===== src/rtl/demux_1xn_stream.sv =====
// demux_1xn_stream: registered valid/ready 1-to-N demux with broadcast and a saturating drop counter
module demux_1xn_stream #(
    parameter int NUM_OUT = 8,
    parameter int NUM_SEL = $clog2(NUM_OUT),
    parameter int DATA_W  = 8,
    parameter int CNT_W   = 8
) (
    input  logic                      clk,
    input  logic                      rst,
    input  logic                      in_valid,
    output logic                      in_ready,
    input  logic [DATA_W-1:0]         in_data,
    input  logic [NUM_SEL-1:0]        in_sel,
    input  logic                      in_bcast,
    output logic [NUM_OUT-1:0]        out_valid,
    input  logic [NUM_OUT-1:0]        out_ready,
    output logic [NUM_OUT*DATA_W-1:0] out_data,
    output logic [CNT_W-1:0]          drop_cnt
);
    logic [NUM_OUT-1:0]        v;
    logic [NUM_OUT*DATA_W-1:0] d;
    logic [NUM_OUT-1:0]        hit;
    logic [NUM_OUT-1:0]        free;
    logic [NUM_OUT-1:0]        wr;
    logic                      accept;
    logic                      drop;
    // hit is the target set: all channels on broadcast, none for an out-of-range select
    always_comb begin
        hit = '0;
        for (int i = 0; i < NUM_OUT; i++)
            hit[i] = in_bcast | ({1'b0, in_sel} == (NUM_SEL+1)'(i));
    end
    assign free      = ~v | out_ready;
    assign in_ready  = in_bcast ? &free : (~|hit | |(hit & free));
    assign accept    = in_valid & in_ready;
    assign wr        = accept ? hit : '0;
    assign drop      = accept & ~|hit;
    assign out_valid = v;
    assign out_data  = d;
    always_ff @(posedge clk) begin
        if (rst) begin
            v        <= '0;
            d        <= '0;
            drop_cnt <= '0;
        end else begin
            v <= (v & ~out_ready) | wr;
            for (int i = 0; i < NUM_OUT; i++)
                if (wr[i]) d[i*DATA_W +: DATA_W] <= in_data;
            if (drop && ~&drop_cnt) drop_cnt <= drop_cnt + 1'b1;
        end
    end
endmodule


===== config.mk =====
export PLATFORM = sky130hd
export DESIGN_NAME = demux_1xn_stream
export DESIGN_NICKNAME = d
export VERILOG_FILES = /design/src/rtl/demux_1xn_stream.sv
export SDC_FILE = /design/constraint.sdc
export NUM_CORES = 1
export LEC_CHECK = 0
export CAP_MARGIN = 20
export CORE_MARGIN = 2
export CORE_UTILIZATION = 25
export CTS_CLUSTER_SIZE = 24
export DETAILED_ROUTE_END_ITERATION = 10
export GPL_TIMING_DRIVEN = 0
export HOLD_SLACK_MARGIN = 0.06
export PLACE_DENSITY_LB_ADDON = 0.08
export SLEW_MARGIN = 20
export SYNTH_ARGS = -nofsm -noshare
export SYNTH_HDL_FRONTEND = slang
export SYNTH_SLANG_ARGS = --single-unit

===== constraint.sdc =====
create_clock -name clk -period 3.18 [get_ports clk]
set_clock_uncertainty 0.15 [all_clocks]
set_input_delay 0.636 -clock clk [delete_from_list [all_inputs] [get_ports clk]]
set_output_delay 0.636 -clock clk [all_outputs]
set_load 0.01 [all_outputs]

; ---- After elaboration in Yosys (flattened, before gate mapping)
; Index checks and enable logic that the tools add are counted.
[classes]
bitwise = 17
n_eq_ne = 7
n_reduce_logical = 8
n_mul = 0
n_lt_le_gt_ge = 0
div_mod_pow = 0
add_sub_neg = 1
n_mux = 2
n_shift = 0
[op_table]
columns = op, count
row1 = 8-bit bitwise AND, 2
row2 = 8-bit inverter, 2
row3 = 8-bit bitwise OR, 2
row4 = 8-bit AND reduction, 2
row5 = 8-bit OR reduction, 2
row6 = 3-bit equality test (second input constant), 4
row7 = 1-bit bitwise OR, 9
row8 = 8-bit by 1-bit adder with 8-bit output (second input constant), 1
row9 = 8-bit two-way mux, 1
row10 = 3-bit by 2-bit equality test with 1-bit output (second input constant), 2
row11 = 3-bit by 1-bit equality test with 1-bit output (second input constant), 1
row12 = 3-bit zero test, 1
row13 = 1-bit bitwise AND, 2
row14 = 1-bit zero test, 2
row15 = 1-bit logical AND, 1
row16 = 1-bit two-way mux, 1
[totals]
in_bits = 23
latchBits = 0
ramBits = 0
mem_bits_ro = 0
mem_count = 0
out_inout_bits = 81
word_cells = 45
regBits = 80

; ---- Depth between registers and ports, before layout
; Gate-level depths: netlist (run 1).
[logic_depth]
word_depth = 9
depth_mapped = 8

; ---- Worst setup path after synthesis (run 1)
; OpenSTA, ideal clock, no wires.
[synth_timing]
path_kind = input-to-output
from = input in_sel[1]
to = output in_ready
n_path_buf = 1
path_slack_ps = 800
t_arrival_ps = 1594
required_ps = 2394
stages = 7
cell_sequence = buf_6 -> nand2b_4 -> o21bai_1 -> a22oi_2 -> nand3_2 -> a211oi_1 -> a21oi_1
[synth_between]
elab_chain_len = 6
[synth_lines]
columns = item, line
row1 = "start, declared", 13  ; input logic [NUM_SEL-1:0] in_sel,
row2 = 3-bit by 1-bit equality test with 1-bit output (tied with other cells), 31  ; hit[i] = in_bcast | ({1'b0, in_sel} == (NUM_SEL+1)'(i));
row3 = 1-bit bitwise OR, 31
row4 = 8-bit bitwise AND / 8-bit OR reduction (equally long branches), 34  ; assign in_ready = in_bcast ? &free : (~|hit | |(hit & free));
row5 = 8-bit OR reduction / 1-bit zero test (equally long branches), 34
row6 = 1-bit bitwise OR *, 34
row7 = 1-bit two-way mux *, 34
row8 = "end, declared", 11  ; output logic in_ready,
; Every way passes the cells marked *; elsewhere a longest branch is shown, timed or not.

; ---- Final worst setup path (run 1)
[layout_timing]
from = input out_ready[3]
to = output in_ready
[layout_between]
elab_chain_len = 5
[layout_lines]
columns = item, line
row1 = "start, declared", 16  ; input logic [NUM_OUT-1:0] out_ready,
row2 = 8-bit bitwise OR *, 33  ; assign free = ~v | out_ready;
row3 = 8-bit bitwise AND, 34
row4 = 8-bit OR reduction, 34
row5 = 1-bit bitwise OR, 34
row6 = 1-bit two-way mux *, 34
; Marks and branches as above.

==> reports/results.tsv, run 1 <==
metric	value	unit
rows	41	
final_net_count	434	
tightest_slew	0.5355	ns
grt_pass1_vias	2501	
worstRegToRegCells	8	
crit_end	in_ready	
insertion_delay	0.34	ns
track_usage	0.1388	
post-route-drc-count	0	
diodes	0	
postSynthCellCount	298	
vias	2522	
p_leak	0.001850	uW
max-vdd-ir-drop	0.2219	mV
ys_warn_count	0	
power_frac_clock	0.454	
setup_violations	0	
timing.final.crit_share	0.8843	
r2r-start	out_valid[5]	
swShare	0.2316	
clkSinkCount	80	
finalSetupTns	0	ns
seq_power_share	0.391	
power.density	586.1	nW/um^2
wl_per_cell	15.59	um
dp_hpwl	6.468	mm
slew_headroom	0.6430	
syn_area_per_cell	10.70	um^2
grt_max_degree	14	
cts_tree	built	
path_clk_slew	0.07	ns
viasPerCell	4.296	
start_util	0.2548	
syn_to_final_growth	50.80	%
crit_required	2.39	ns
period_minus_slack	2.812	ns
h-tree-depth	3	
post-place-ws	-0.2411	ns
rsz0062_at_grt	false	
ys_ff_latch	80	
p_int	2166	uW
critPathKind	input port to output pin	
synth-async-reset-ratio	0	
worstPathMaxFanout	3	
p_comb_frac	0.156	
setup.worst_path.start_class	input port	
finalHoldViolations	0	
r2r_slack	1.25	ns
syn-num-nets	321	
synth_edf_count	0	
io_pins	104	
drv_cap	0	
synth.area.top_cells	dfxtp_1, mux2i_1, nand2b_1	
fmax	355.6	MHz
cts_made_buffers	9	
drive_gt1_frac	0.1060	
grt_pass1_wl	14.01	mm
clockRootBuffer	clkbuf_16	
grt_remaining_overflow	0	
synth_top_area_share	0.5022	
place_congestion	0.7340	
cts_max_path_buffers	2	
drt.antenna.violating_nets	0	
dp_cells	570	
hp-class	flip-flop to flip-flop	
yosys_most_used_dff	dfxtp_1	
drt_iter0_markers	69	
hp-start	drop_cnt[6]	
cp.arrival	2.03	ns
nFillCells	1275	
wl	9.151	mm
die_area	13680	um^2
slew_violations	0	
fp.dieH	116.9	um
fin_ws	0.3679	ns
end_kind	output pin	
place.port_buffers	100	
r2r_end	out_data[62]	
dieWidth	116.9	um
fin_util	0.3842	
final_cells	587	
yosysTopAreaCell	dfxtp_1	
whs_path_depth	1	
p_sw	652.7	uW
grt_antenna_before_repair	0	
first_pass_iters	4	
outcome	complete, no violations	
ys_seq_area_frac	0.5022	
crit_start	out_ready[3]	
synth.distinct_cells	31	
core_area	12520	um^2
syn_area	3189	um^2
==> metal layers <==
| metal | part of all wire | vias up | GRT usage |
|---|---|---|---|
| li1 | - | 1250 | - |
| met1 | 0.47 | 1182 | 0.1900 |
| met2 | 0.45 | 78 | 0.2046 |
| met3 | 0.069 | 12 | 0.04892 |
| met4 | 0.013 | 0 | 0.04471 |
| met5 | 0 | - | 0 |
==> cells in the mapped netlist (3+ instances only) <==
cell	n
dfxtp_1	80
nand2b_1	48
mux2i_1	41
nand3b_1	25
o21ai_0	19
nor2_1	12
a21oi_1	10
clkbuf_1	9
buf_6	8
nor2b_1	8
o21ai_1	7
a41oi_2	3
nor3_1	3
==> critical path: stages <==
cell and delay (ns):
clkdlybuf4s50_1 0.39, nand2b_1 0.21, mux2i_2 0.22, a21oi_4 0.08, a211oi_1 0.24, a21oi_1 0.07
dlymetal6s2s_1 0.18
==> cell usage in the layout (no fill, tap or decap), drive strengths merged, types with 2 or more instances in the layout <==
cell,synthesis,final
clkbuf,9,19
bufinv,0,4
a21oi,12,12
mux2i,41,41
nor2,12,12
clkdlybuf4s50,0,97
nor3,3,3
nand2b,50,50
dlygate4sd2,0,2
nand3b,25,25
and4,3,3
a31oi,2,2
nand2,2,2
dfxtp,80,80
nor2b,8,8
a41oi,3,3
o21ai,26,26
buf,12,14
inv,3,3
==> kinds of logic after synthesis <==
group                  share of synthesized area
DFF                                       0.5022
and+or+nand+nor                           0.2126
muxes                                     0.1287
AOI/OAI and AO/OA                         0.1063
buffers and inverters                    0.05021
==> worst min path at each step <==
stage,endpoint,slack (ns)
final,drop_cnt[6],0.32
after global routing,drop_cnt[7],0.33
after CTS,drop_cnt[6],0.32
after detailed placement,drop_cnt[6],0.31
after global placement,drop_cnt[3],0.31
after floorplan,drop_cnt[0],0.34
==> state kept, by name, summed over array words and instances (netlist names) <==
register,flops
out_data,64
out_valid,8
drop_cnt,8
==> per-stage QoR <==
step	power (uW)	cell area, um^2	hold WS, ns
finish	2819	4810	0.3213
global route	2935	4810	0.3329
floorplan	1346	3189	0.3422
detailed placement	1567	4405	0.3060
CTS	2859	4803	0.3231
global placement	1564	4405	0.3051
==> timing repair <==
item / in CTS / in global routing
gates cloned: 0 / 0
buffers inserted: 2 / 0
pin swaps: 2 / 1
hold buffers: 0 / 0
endpoints found under the setup margin: 1 / 1
gates resized for setup: 5 / 2
==> power groups by stage <==
stage	registers, uW	clock network [uW]	logic (uW)
3_3_place_gp	1120	0	440
2_1_floorplan	1150	0	195
6_report	1100	1280	438
3_5_place_dp	1120	0	442
5_1_grt	1110	1350	476
4_1_cts	1100	1310	447
==> layout make-up <==
cell class,instances,area (um^2),area share
plain buffers,21,152.6,0.03174
clock buffers,10,239.0,0.04969
clock inverters,5,128.9,0.02680
inverters,3,11.26,0.002341
multi-input cells,194,1445,0.3005
flip-flops and latches,80,1602,0.3330
well taps,172,215.2,0.04475
repair buffers,102,1016,0.2112
No activity file was read; power rests on OpenSTA's default activity.
==> run 2: changes to the inputs <==
- SLEW_MARGIN: 20 -> default
==> results of run 2 <==
Final layout, timing and power as in run 1 (identical DEF).
==> run 3: changes to the inputs <==
- CELL_PAD_IN_SITES_DETAIL_PLACEMENT: default -> 1
- CELL_PAD_IN_SITES_GLOBAL_PLACEMENT: default -> 2
==> reports/results.tsv, run 3 (synthesis gave the netlist of run 1 again) <==
metric	value	unit	change
dieWidth	116.9	um	unchanged
post-route-drc-count	0		unchanged
period_minus_slack	2.840	ns	was 2.812 ns
whs_path_depth	1		unchanged
crit_slowest_cell	clkdlybuf4s50_1		unchanged
largest_reg_flops	64		unchanged
finalPower	2646	uW	was 2819 uW
drive_gt1_frac	0.1058		was 0.1060
grt_max_degree	14		unchanged
hp-class	flip-flop to flip-flop		unchanged
power.density	555.8	nW/um^2	was 586.1 nW/um^2
clkSinkCount	80		unchanged
grt_pass1_vias	2663		was 2501
cts_made_buffers	9		unchanged
syn_to_final_growth	49.27	%	was 50.80%
vias	2598		was 2522
diodes	0		unchanged
worstPathMaxFanout	3		unchanged
fmax	352.1	MHz	was 355.6 MHz
core_area	12520	um^2	unchanged
path_clk_slew	0.06	ns	was 0.07 ns
final_cell_mix	clkdlybuf4s50_1, dfxtp_1, nand2b_1, mux2i_1, nand3b_1		unchanged
first_pass_iters	4		unchanged
clockRootBuffer	clkbuf_16		unchanged
final_common_cell	clkdlybuf4s50_1		unchanged
wl_per_cell	16.44	um	was 15.59 um
p_leak	0.001821	uW	was 0.001850 uW
insertion_delay	0.34	ns	about the same
crit_chain	clkdlybuf4s50_1 > nand2b_1 > mux2i_2 > a21oi_4 > a211oi_2 > a21oi_1 > dlymetal6s2s_1		was clkdlybuf4s50_1 > nand2b_1 > mux2i_2 > a21oi_4 > a211oi_1 > a21oi_1 > dlymetal6s2s_1
final_net_count	434		unchanged
fin_util	0.3803		was 0.3842
fp.dieH	116.9	um	unchanged
finalHoldViolations	0		unchanged
cts_max_path_buffers	2		unchanged
slew_violations	0		unchanged
dp_hpwl	6.912	mm	was 6.468 mm
drt.antenna.violating_nets	0		unchanged
setup_violations	0		unchanged
multi_input_area	1450	um^2	was 1445 um^2
crit_required	2.39	ns	about the same
grt_pass1_wl	14.97	mm	was 14.01 mm
slew_headroom	0.6508		was 0.6430
cts_tree	built		unchanged
h-tree-depth	3		unchanged
tightest_slew	0.5239	ns	was 0.5355 ns
wl	9.667	mm	was 9.151 mm
die_area	13680	um^2	unchanged
setup.worst_path.start_class	input port		unchanged
start_util	0.2548		unchanged
end_kind	output pin		unchanged
max_stage_delay	0.39	ns	about the same
max-vdd-ir-drop	0.3027	mV	was 0.2219 mV
rows	41		unchanged
critPathKind	input port to output pin		unchanged
viasPerCell	4.418		was 4.296
place_congestion	0.6833		was 0.7340
place_area	4405	um^2	unchanged
outcome	complete, no violations		unchanged
io_pins	104		unchanged
track_usage	0.1488		was 0.1388
fin_area	4761	um^2	was 4810 um^2
regArea	1602	um^2	unchanged
place.port_buffers	100		unchanged
nFillCells	1449		was 1275
grt_antenna_before_repair	0		unchanged
grt_remaining_overflow	0		unchanged
rsz0062_at_grt	false		unchanged
ctsHoldBuffers	0		unchanged
hold_ws	0.3175	ns	was 0.3213 ns
cp.arrival	2.05	ns	was 2.03 ns
drv_cap	0		unchanged
drt_iter0_markers	84		was 69
worstRegToRegCells	8		unchanged
timing.final.crit_share	0.8931		was 0.8843
[run 3: area by class of cell]
type	instances	share of cell area
sequential	80	0.3364
multi-input combinational	194	0.3046
timing repair buffer	102	0.2134
clock buffer	11	0.04888
tap	172	0.04520
buffer	21	0.03206
clock inverter	5	0.01708
inverter	3	0.002365
[run 3: where the power goes]
part	leakage, uW	total (uW)	switching [uW]	internal (uW)
sequential	0.000652	1100	35.5	1070
clock	0.000150	1100	415	688
combinational	0.00102	440	206	234
total	0.00182	2650	657	1990
[run 3: through the flow]
| step | TNS (ns) | std cells | worst slack (ns) |
|---|---|---|---|
| floorplan | 0 | 298 | 0.8005 |
| global placement | -0.2873 | 570 | -0.2873 |
| detailed placement | -0.2949 | 570 | -0.2949 |
| CTS | 0 | 588 | 0.001698 |
| global route | 0 | 588 | 0.2421 |
| finish | 0 | 588 | 0.3400 |
[run 3: per-layer routing]
| layer | wire, um | global-route usage |
|---|---|---|
| met5 | 0 | 0 |
| met4 | 109 | 0.03765 |
| met3 | 623 | 0.06025 |
| met2 | 4338 | 0.2301 |
| met1 | 4595 | 0.1943 |
[run 3: worst max-delay path, delay by kind of cell]
family / cells / cell delay, ns
muxes: 1 / 0.24
buffers and inverters: 2 / 0.57
AOI/OAI and AO/OA: 3 / 0.38
and+or+nand+nor: 1 / 0.22
[run 3: worst paths after layout]
kind	start	endpoint	slack, ns
worst max-delay path	out_ready[3]	in_ready	0.34
worst min register to register	drop_cnt[4]	drop_cnt[4]	0.32
worst max register to register	out_valid[3]	out_data[58]	1.22
worst min-delay path	drop_cnt[4]	drop_cnt[4]	0.32
[run 3: timing repair]
action / 4_1_cts / 5_1_grt
endpoints found under the setup margin: 1 / 1
pin swaps: 2 / 0
gates resized for setup: 6 / 2
buffers inserted: 2 / 0
